File: src/rtl/wb_arb_pkg.sv
// Shared definitions for the Wishbone round-robin arbiter.
//   arb_state_t : arbiter FSM encoding (IDLE, ISSUE, WAIT_ACK)
//   DEF_*       : default bus widths used as parameter defaults by the arbiter
package wb_arb_pkg;

  typedef enum logic [1:0] {
    IDLE     = 2'd0,
    ISSUE    = 2'd1,
    WAIT_ACK = 2'd2
  } arb_state_t;

  localparam int DEF_ADDR_W = 11;
  localparam int DEF_DATA_W = 32;
  localparam int DEF_SEL_W  = 4;

endpackage

File: src/rtl/wb_rr_picker.sv
// Combinational round-robin picker.
//   req_i   : request vector, one bit per master
//   last_i  : index of the master granted most recently
//   pick_o  : one-hot winner, the first requester at or after last_i+1 (wrapping)
//   valid_o : high when any request is present
module rr_picker
  import wb_arb_pkg::*;
#(
  parameter int NUM_M = 4,
  parameter int IDX_W = 2
) (
  input  logic [NUM_M-1:0] req_i,
  input  logic [IDX_W-1:0] last_i,
  output logic [NUM_M-1:0] pick_o,
  output logic             valid_o
);

  logic found;

  // Walk the priority order last+1, last+2, ... and take the first requester.
  always_comb begin
    pick_o = '0;
    found  = 1'b0;
    for (int k = 1; k <= NUM_M; k++) begin
      for (int j = 0; j < NUM_M; j++) begin
        if (!found && req_i[j] && (j == (int'(last_i) + k) % NUM_M)) begin
          pick_o[j] = 1'b1;
          found     = 1'b1;
        end
      end
    end
    valid_o = found;
  end

endmodule

File: src/rtl/wb_rr_arbiter.sv
// Round-robin arbiter sharing one Wishbone RAM port between NUM_M masters.
// One transaction is in flight at a time; the grant is held from the request
// until the RAM acks or an ack timeout forces completion.
//   clk_i, rst_i         : clock, synchronous active-high reset
//   m_wb_*_i             : packed per-master strobe/we/sel/addr/write data
//   m_wb_data_o          : shared read data, non-zero only alongside an ack
//   m_wb_ack_o/stall_o   : per-master ack and stall
//   s_wb_*_o / s_wb_*_i  : RAM-side Wishbone port
//   grant_o              : one-hot current grant (0 while idle)
//   timeout_o            : one-cycle pulse when an ack timeout fires
module wb_rr_arbiter
  import wb_arb_pkg::*;
#(
  parameter int NUM_M       = 4,
  parameter int ADDR_W      = DEF_ADDR_W,
  parameter int DATA_W      = DEF_DATA_W,
  parameter int SEL_W       = DEF_SEL_W,
  parameter int ACK_TIMEOUT = 16
) (
  input  logic                    clk_i,
  input  logic                    rst_i,
  input  logic [NUM_M-1:0]        m_wb_stb_i,
  input  logic [NUM_M-1:0]        m_wb_we_i,
  input  logic [NUM_M*SEL_W-1:0]  m_wb_sel_i,
  input  logic [NUM_M*ADDR_W-1:0] m_wb_addr_i,
  input  logic [NUM_M*DATA_W-1:0] m_wb_data_i,
  output logic [DATA_W-1:0]       m_wb_data_o,
  output logic [NUM_M-1:0]        m_wb_ack_o,
  output logic [NUM_M-1:0]        m_wb_stall_o,
  output logic                    s_wb_stb_o,
  output logic                    s_wb_we_o,
  output logic [SEL_W-1:0]        s_wb_sel_o,
  output logic [ADDR_W-1:0]       s_wb_addr_o,
  output logic [DATA_W-1:0]       s_wb_data_o,
  input  logic [DATA_W-1:0]       s_wb_data_i,
  input  logic                    s_wb_ack_i,
  input  logic                    s_wb_stall_i,
  output logic [NUM_M-1:0]        grant_o,
  output logic                    timeout_o
);

  localparam int IDX_W = (NUM_M > 1) ? $clog2(NUM_M) : 1;
  localparam int CNT_W = $clog2(ACK_TIMEOUT + 1);

  arb_state_t       state_q, state_d;
  logic [IDX_W-1:0] gidx_q, gidx_d;
  logic [IDX_W-1:0] last_q, last_d;
  logic [CNT_W-1:0] cnt_q, cnt_d;

  logic [NUM_M-1:0] pick;
  logic             pick_vld;
  logic [IDX_W-1:0] pick_idx;
  logic [NUM_M-1:0] g_oh;
  logic             g_stb;

  rr_picker #(
    .NUM_M (NUM_M),
    .IDX_W (IDX_W)
  ) u_picker (
    .req_i   (m_wb_stb_i),
    .last_i  (last_q),
    .pick_o  (pick),
    .valid_o (pick_vld)
  );

  // One-hot pick to index; grant index back to one-hot; master-side muxes.
  always_comb begin
    pick_idx    = '0;
    g_oh        = '0;
    g_stb       = 1'b0;
    s_wb_we_o   = 1'b0;
    s_wb_sel_o  = '0;
    s_wb_addr_o = '0;
    s_wb_data_o = '0;
    for (int j = 0; j < NUM_M; j++) begin
      if (pick[j]) pick_idx = IDX_W'(j);
      if (IDX_W'(j) == gidx_q) begin
        g_oh[j]     = 1'b1;
        g_stb       = m_wb_stb_i[j];
        s_wb_we_o   = m_wb_we_i[j];
        s_wb_sel_o  = m_wb_sel_i[j*SEL_W +: SEL_W];
        s_wb_addr_o = m_wb_addr_i[j*ADDR_W +: ADDR_W];
        s_wb_data_o = m_wb_data_i[j*DATA_W +: DATA_W];
      end
    end
  end

  always_comb begin
    state_d      = state_q;
    gidx_d       = gidx_q;
    last_d       = last_q;
    cnt_d        = cnt_q;
    s_wb_stb_o   = 1'b0;
    m_wb_ack_o   = '0;
    m_wb_stall_o = '1;
    m_wb_data_o  = '0;
    grant_o      = '0;
    timeout_o    = 1'b0;
    case (state_q)
      IDLE: begin
        if (pick_vld) begin
          gidx_d  = pick_idx;
          state_d = ISSUE;
        end
      end
      ISSUE: begin
        grant_o      = g_oh;
        s_wb_stb_o   = g_stb;
        m_wb_stall_o = ~g_oh | {NUM_M{s_wb_stall_i}};
        if (!g_stb) begin
          // Master withdrew before acceptance: drop it without an ack and
          // without advancing the round-robin pointer.
          state_d = IDLE;
        end else if (!s_wb_stall_i) begin
          cnt_d = '0;
          if (s_wb_ack_i) begin
            m_wb_ack_o  = g_oh;
            m_wb_data_o = s_wb_data_i;
            last_d      = gidx_q;
            state_d     = IDLE;
          end else begin
            state_d = WAIT_ACK;
          end
        end
      end
      WAIT_ACK: begin
        grant_o = g_oh;
        if (s_wb_ack_i) begin
          m_wb_ack_o  = g_oh;
          m_wb_data_o = s_wb_data_i;
          last_d      = gidx_q;
          state_d     = IDLE;
        end else if (cnt_q == CNT_W'(ACK_TIMEOUT - 1)) begin
          // Forced completion: the master gets an ack carrying zero data.
          m_wb_ack_o = g_oh;
          timeout_o  = 1'b1;
          last_d     = gidx_q;
          state_d    = IDLE;
        end else begin
          cnt_d = cnt_q + CNT_W'(1);
        end
      end
      default: state_d = IDLE;
    endcase
  end

  always_ff @(posedge clk_i) begin
    if (rst_i) begin
      state_q <= IDLE;
      gidx_q  <= '0;
      last_q  <= IDX_W'(NUM_M - 1);
      cnt_q   <= '0;
    end else begin
      state_q <= state_d;
      gidx_q  <= gidx_d;
      last_q  <= last_d;
      cnt_q   <= cnt_d;
    end
  end

endmodule

File: config.mk
export PLATFORM = sky130hd
export DESIGN_NAME = wb_rr_arbiter
export DESIGN_NICKNAME = d
export VERILOG_FILES = /design/src/rtl/wb_arb_pkg.sv /design/src/rtl/wb_rr_picker.sv /design/src/rtl/wb_rr_arbiter.sv
export SDC_FILE = /design/constraint.sdc
export NUM_CORES = 1
export LEC_CHECK = 0
export ABC_AREA = 1
export ABC_CLOCK_PERIOD_IN_PS = 5100
export BUFFER_PORTS_ARGS = -buffer_cell sky130_fd_sc_hd__buf_2
export CAP_MARGIN = 10
export CORE_AREA = 4 4 125 127
export CTS_CLUSTER_SIZE = 30
export DETAILED_ROUTE_END_ITERATION = 16
export DIE_AREA = 0 0 129 131
export PLACE_DENSITY_LB_ADDON = 0.3
export RECOVER_POWER = 100
export SYNTH_ARGS = -nofsm -noshare
export SYNTH_HDL_FRONTEND = slang
export SYNTH_SLANG_ARGS = --single-unit
File: constraint.sdc
create_clock -name clk_i -period 5.1 [get_ports clk_i]
set_clock_uncertainty 0.05 [all_clocks]
set_input_delay 0.765 -clock clk_i [delete_from_list [all_inputs] [get_ports clk_i]]
set_output_delay 0.765 -clock clk_i [all_outputs]
set_load 0.01 [all_outputs]
==> qor.txt, run 1 <==
status = finished, violations left
violated checks = capacitance limit, slew limit
GRT Residual Overflow = 0
largest area contributor in the netlist = nand2_1
Pwr per Cell Area = 365.8 nW/um^2
Final setup viols = 0
hold-fix buffers at CTS = 0
Worst setup EP type = primary output
reg2reg end = cnt_q[3]
Fmax = 248.7 MHz
Die W = 129 um
dpl cell area = 4172 um^2
end of the worst hold path = cnt_q[4]
peak supply drop = 0.1287 mV
YS warnings = 0
Slew Viols, Final = 78
CTS tree = yes
clock tree buffer depth = 2
layout cell share with drive strength beyond 1 = 30.88%
Post-Syn Instances = 497
post-synth cell types = 29
Placer Congestion = 0.9033
initial antenna violation count = 0
Critical Path Fanout Max = 26
largest net degree at the start of global routing = 51
Worst Hold Depth = 2
Overall Power = 1.496 mW
Yosys reg bits = 11
Post-DP HPWL = 11,790 um
clk slew on worst S/H paths = 0.04 ns
share of the synthesized area in the top cell type = 41.64%
first-pass GRT wire length = 20,870 um
Via Count = 4,275
post-synthesis sequential area ratio = 9.253%
critical path startpoint = gidx_q[0]
reg-to-reg slack, setup = 2.77 ns
root buf cell = clkbuf_16
Starting Density = 16.50%
number of antenna diodes = 0
Slew headroom = -59.12%
vias in the first global route = 3,938
fin crit share = 78.84%
post-CTS setup buffer count = 0
worst skew pair latency = 0.24 ns
crit path DAT = 3.21 ns
Max Cap Viol = 2
min setup slack post-route = 1.079 ns
FP Rows = 44
post-place setup slack = 1.753 ns
CP Class = reg2out
CTS resizes = 0
WL/cell = 14.43 um
GRT Total Usage = 15.40%
Syn Area/Cell = 4.788 um^2
syn nets = 734
CTS H-tree lvls = 1
Num CTS Buffers = 3
Leakage = 1.999 nW
Routed Antenna Nets = 0
Final Hold Viols = 0
CORE AREA = 14,420 um^2
Hold Path Origin = cnt_q[4]
Final Cell Area = 4090 um^2
setup tns final = 0 ns
Worst EP required = 4.28 ns
I/O pins = 326
CP startpoint kind = flip-flop
post-synthesis cell area = 2380 um^2
Total Wirelength = 14,250 um
initial DRC count = 260
drt via density = 4.331
Area Growth Syn to Fin = 71.87%
Die Area = 16,900 um^2
R2R depth = 10
Worst Max-Slew Pin Slew = 2.387 ns
min Tclk post-route = 4.021 ns
RSZ-0062 raised after global routing = false
clk sink count = 11
synth top area cells = nand2_1 42%, nand4_1 13%, nor2_1 9.3%
Nets = 1,041
DRC Markers = 0
I/O Buffers = 325
worst min-delay path class = reg2reg
Chip Height = 131 um
r2r startpoint = gidx_q[1]
drt pass-1 iters = 4
-- cells in the final DEF (no fill, tap or decap), types with 5 or more instances in the layout --
master / n
nand2_1: 266
o21ai_0: 5
a21oi_1: 7
buf_2: 234
nand4_1: 49
nand3_1: 11
ha_1: 5
clkbuf_1: 93
dfxtp_1: 11
nor3_1: 12
inv_1: 25
nor2_1: 60
-- worst max-delay path by stage --
stage | endpoint | slack [ns] | depth (start not counted)
6_report | s_wb_sel_o[1] | 1.08 | 6
5_1_grt | s_wb_addr_o[9] | 0.78 | 6
4_1_cts | m_wb_data_o[10] | 1.75 | 10
3_5_place_dp | m_wb_data_o[10] | 1.75 | 10
3_3_place_gp | m_wb_data_o[14] | 1.73 | 10
2_1_floorplan | m_wb_data_o[10] | 2.58 | 9
-- registers in the layout, summed over array words and instances, names as in the netlist --
register	count
gidx_q	2
state_q	2
cnt_q	5
last_q	2
-- per-stage QoR --
step	instances	utilization (%)	hold WS, ns
after floorplan	497	-	0.3932
after CTS	987	29.47	0.4232
after global placement	983	28.92	0.4151
final	987	28.36	0.4218
after global routing	987	28.36	0.4581
after detailed placement	983	28.92	0.4174
-- synthesized netlist by cell type (all sizes together) --
library cell,n
nand2,266
o211ai,2
inv,27
nand3,11
nand3b,1
a211oi,1
nor3,12
nor2,64
xor2,2
ha,5
a21oi,7
nand4,51
nor3b,1
dfxtp,11
o21ai,6
o21bai,3
clkbuf,21
buf,6
-- power breakdown --
part / switching [mW] / leakage, nW / total, mW / internal [mW]
Clock: 0.0389 / 0.0382 / 0.144 / 0.105
Sequential: 0.0355 / 0.0901 / 0.149 / 0.114
Combinational: 0.803 / 1.87 / 1.20 / 0.400
Total: 0.877 / 2.00 / 1.50 / 0.619
-- worst max-delay path: stages (launching register included) --
cell and delay (ns):
dfxtp_1 0.47, inv_1 0.13, nor2_1 1.42, buf_4 0.50, nand2_1 0.11, nand4_1 0.16, clkbuf_1 0.18
-- routing by layer --
layer	GRT usage (%)	routed length, um	vias up
li1	-	-	2205
met1	19.69	5728	1865
met2	27.65	7410	193
met3	2.398	940	12
met4	2.718	166	0
met5	0	0	-
-- final cells by class --
cell class / count / area [um^2]
well taps: 184 / 230.2
repair buffers: 329 / 1539
clock buffers: 4 / 78.83
multi-input cells: 432 / 1921
inverters: 27 / 101.3
fillers: 1807 / 10330
flip-flops and latches: 11 / 220.2
-- cell families (layout without fill, tap and decap cells) --
group / count (synthesis) / after routing / synth area share, %
AOI/OAI and AO/OA: 19 / 19 / 5.099
xor gates and xnor gates: 2 / 2 / 0.7362
adders and majority gates: 5 / 5 / 2.629
buffers and inverters: 54 / 360 / 8.780
DFF: 11 / 11 / 9.253
and+or+nand+nor: 406 / 406 / 73.50
No activity file was read; power rests on OpenSTA's default activity.
==> inputs of run 2 (changes only) <==
ABC_CLOCK_PERIOD_IN_PS = 3480   (was 5100)
CORE_AREA = 4 4 124 126   (was 4 4 125 127)
DIE_AREA = 0 0 128 130   (was 0 0 129 131)
clock period = 3.48 ns   (was 5.1 ns; I/O delays follow)
==> qor.txt, run 2 (same netlist as run 1, synthesis figures left out) <==
Worst Max-Slew Pin Slew = 1.159 ns (was 2.387 ns)
CORE AREA = 14,310 um^2 (was 14,420 um^2)
I/O Buffers = 325 (unchanged)
layout cell share with drive strength beyond 1 = 31.55% (was 30.88%)
Total Wirelength = 13,950 um (was 14,250 um)
hold-fix buffers at CTS = 0 (unchanged)
Final Cell Area = 4119 um^2 (was 4090 um^2)
reg-to-reg slack, setup = 1.16 ns (was 2.77 ns)
worst skew pair latency = 0.24 ns (about the same)
Starting Density = 16.63% (was 16.50%)
CP Class = reg2out (unchanged)
setup tns final = 0 ns (unchanged)
Post-DP HPWL = 11,480 um (was 11,790 um)
drt via density = 4.241 (was 4.331)
Slew Viols, Final = 0 (was 78)
Largest register FFs = 5 (unchanged)
CP startpoint kind = flip-flop (unchanged)
first-pass GRT wire length = 20,220 um (was 20,870 um)
clock tree buffer depth = 2 (unchanged)
FP Rows = 44 (unchanged)
fin crit share = 85.98%
Net Sw Frac = 58.29% (was 58.62%)
Die W = 128 um (was 129 um)
min Tclk post-route = 2.992 ns
CTS tree = yes (unchanged)
Critical Path Fanout Max = 38 (was 26)
Nets = 1,043 (was 1,041)
number of antenna diodes = 0 (unchanged)
dpl cell area = 4199 um^2 (was 4172 um^2)
drt pass-1 iters = 4 (unchanged)
sequential share of power = 10.0% (about the same)
Most flops, register = cnt_q (unchanged)
GRT Residual Overflow = 0 (unchanged)
Placer Congestion = 0.8772 (was 0.9033)
clk slew on worst S/H paths = 0.04 ns (about the same)
clock share of power = 9.7% (was 9.6%)
Num CTS Buffers = 3 (unchanged)
peak supply drop = 0.1871 mV (was 0.1287 mV)
clk sink count = 11 (unchanged)
Via Count = 4,194 (was 4,275)
Routed Antenna Nets = 0 (unchanged)
Internal = 915.7 uW (was 619.0 uW)
Leakage = 2.028 nW (was 1.999 nW)
DRC Markers = 0 (unchanged)
RSZ-0062 raised after global routing = false (unchanged)
Fmax = 334.2 MHz
Worst EP required = 2.91 ns (was 4.28 ns)
# placed instances = 985 (was 983)
initial antenna violation count = 1 (was 0)
WL/cell = 14.10 um (was 14.43 um)
most frequent cells in the layout = 266 x nand2_1, 238 x buf_2, 88 x clkbuf_1 (was 266 x nand2_1, 234 x buf_2, 93 x clkbuf_1)
status = finished clean (was finished, violations left)
Comb power frac = 80.3% (was 80.4%)
root buf cell = clkbuf_16 (unchanged)
Area Growth Syn to Fin = 73.08% (was 71.87%)
initial DRC count = 218 (was 260)
Overall Power = 2.196 mW (was 1.496 mW)
worst min-delay path class = reg2reg (unchanged)
Chip Height = 130 um (was 131 um)
I/O pins = 326 (unchanged)
largest net degree at the start of global routing = 51 (unchanged)
post-CTS setup buffer count = 0 (unchanged)
Psw = 1.280 mW (was 877.0 uW)
crit path DAT = 2.42 ns (was 3.21 ns)
Max Cap Viol = 0 (was 2)
Worst setup EP type = primary output (unchanged)
CTS H-tree lvls = 1 (unchanged)
Die Area = 16,640 um^2 (was 16,900 um^2)
Pwr per Cell Area = 533.0 nW/um^2 (was 365.8 nW/um^2)
most common cell after layout, fill and taps aside = nand2_1 (unchanged)
Final Hold Viols = 0 (unchanged)
Final setup viols = 0 (unchanged)
Slew headroom = 22.74% (was -59.12%)
vias in the first global route = 3,934 (was 3,938)
CTS resizes = 0 (unchanged)
GRT Total Usage = 14.89% (was 15.40%)
final std cells w/o fill = 989 (was 987)
Layout Utilization = 28.78% (was 28.36%)
run 2: changes by cell type in the layout (fill, tap and decap cells not counted):
| cell | previous run | this run |
|---|---|---|
| clkbuf_1 | 93 | 88 |
| buf_2 | 234 | 238 |
| nor2_2 | 1 | 0 |
| clkbuf_2 | 0 | 2 |
| nor2_1 | 60 | 61 |
| buf_12 | 0 | 1 |
run 2: area by class of cell:
type,count,area [um^2]
Clock buffer,4,78.83
Fill cell,1780,10190
Inverter,27,101.3
Multi-Input combinational cell,432,1918
Sequential cell,11,220.2
Tap cell,184,230.2
Timing Repair Buffer,331,1570
run 2: worst paths after layout:
kind,startpoint,endpoint,cells past startpoint
max,gidx_q[0],s_wb_data_o[9],6
min,cnt_q[4],cnt_q[4],2
max reg2reg,gidx_q[1],cnt_q[2],10
min reg2reg,cnt_q[4],cnt_q[4],2
run 2: metrics by stage:
step / hold WS, ns / setup slack [ns]
2_1_floorplan: 0.3932 / 1.410
3_3_place_gp: 0.4108 / 0.9947
3_5_place_dp: 0.4197 / 1.028
4_1_cts: 0.4223 / 0.7651
5_1_grt: 0.4377 / 0.3128
6_report: 0.4174 / 0.4878
run 2: power by group through the flow:
stage / combinational (mW) / sequential, mW / clock [mW]
global placement: 1.88 / 0.225 / 0
detailed placement: 1.87 / 0.224 / 0
CTS: 1.88 / 0.222 / 0.216
global route: 1.97 / 0.225 / 0.225
floorplan: 1.14 / 0.200 / 0
finish: 1.76 / 0.219 / 0.214
run 2: metal layers:
| metal | track usage [%] | up-vias | wire [um] |
|---|---|---|---|
| li1 | - | 2213 | - |
| met1 | 19.35 | 1837 | 6051 |
| met2 | 27.26 | 135 | 7107 |
| met3 | 1.965 | 7 | 710 |
| met4 | 1.373 | 2 | 57 |
| met5 | 0 | - | 20 |
run 2: critical path: stages (launching register included):
cell      delay (ns)
dfxtp_1         0.47
inv_1           0.13
nor2_1          0.87
buf_12          0.30
nand2_1         0.12
nand4_1         0.10
clkbuf_1        0.17
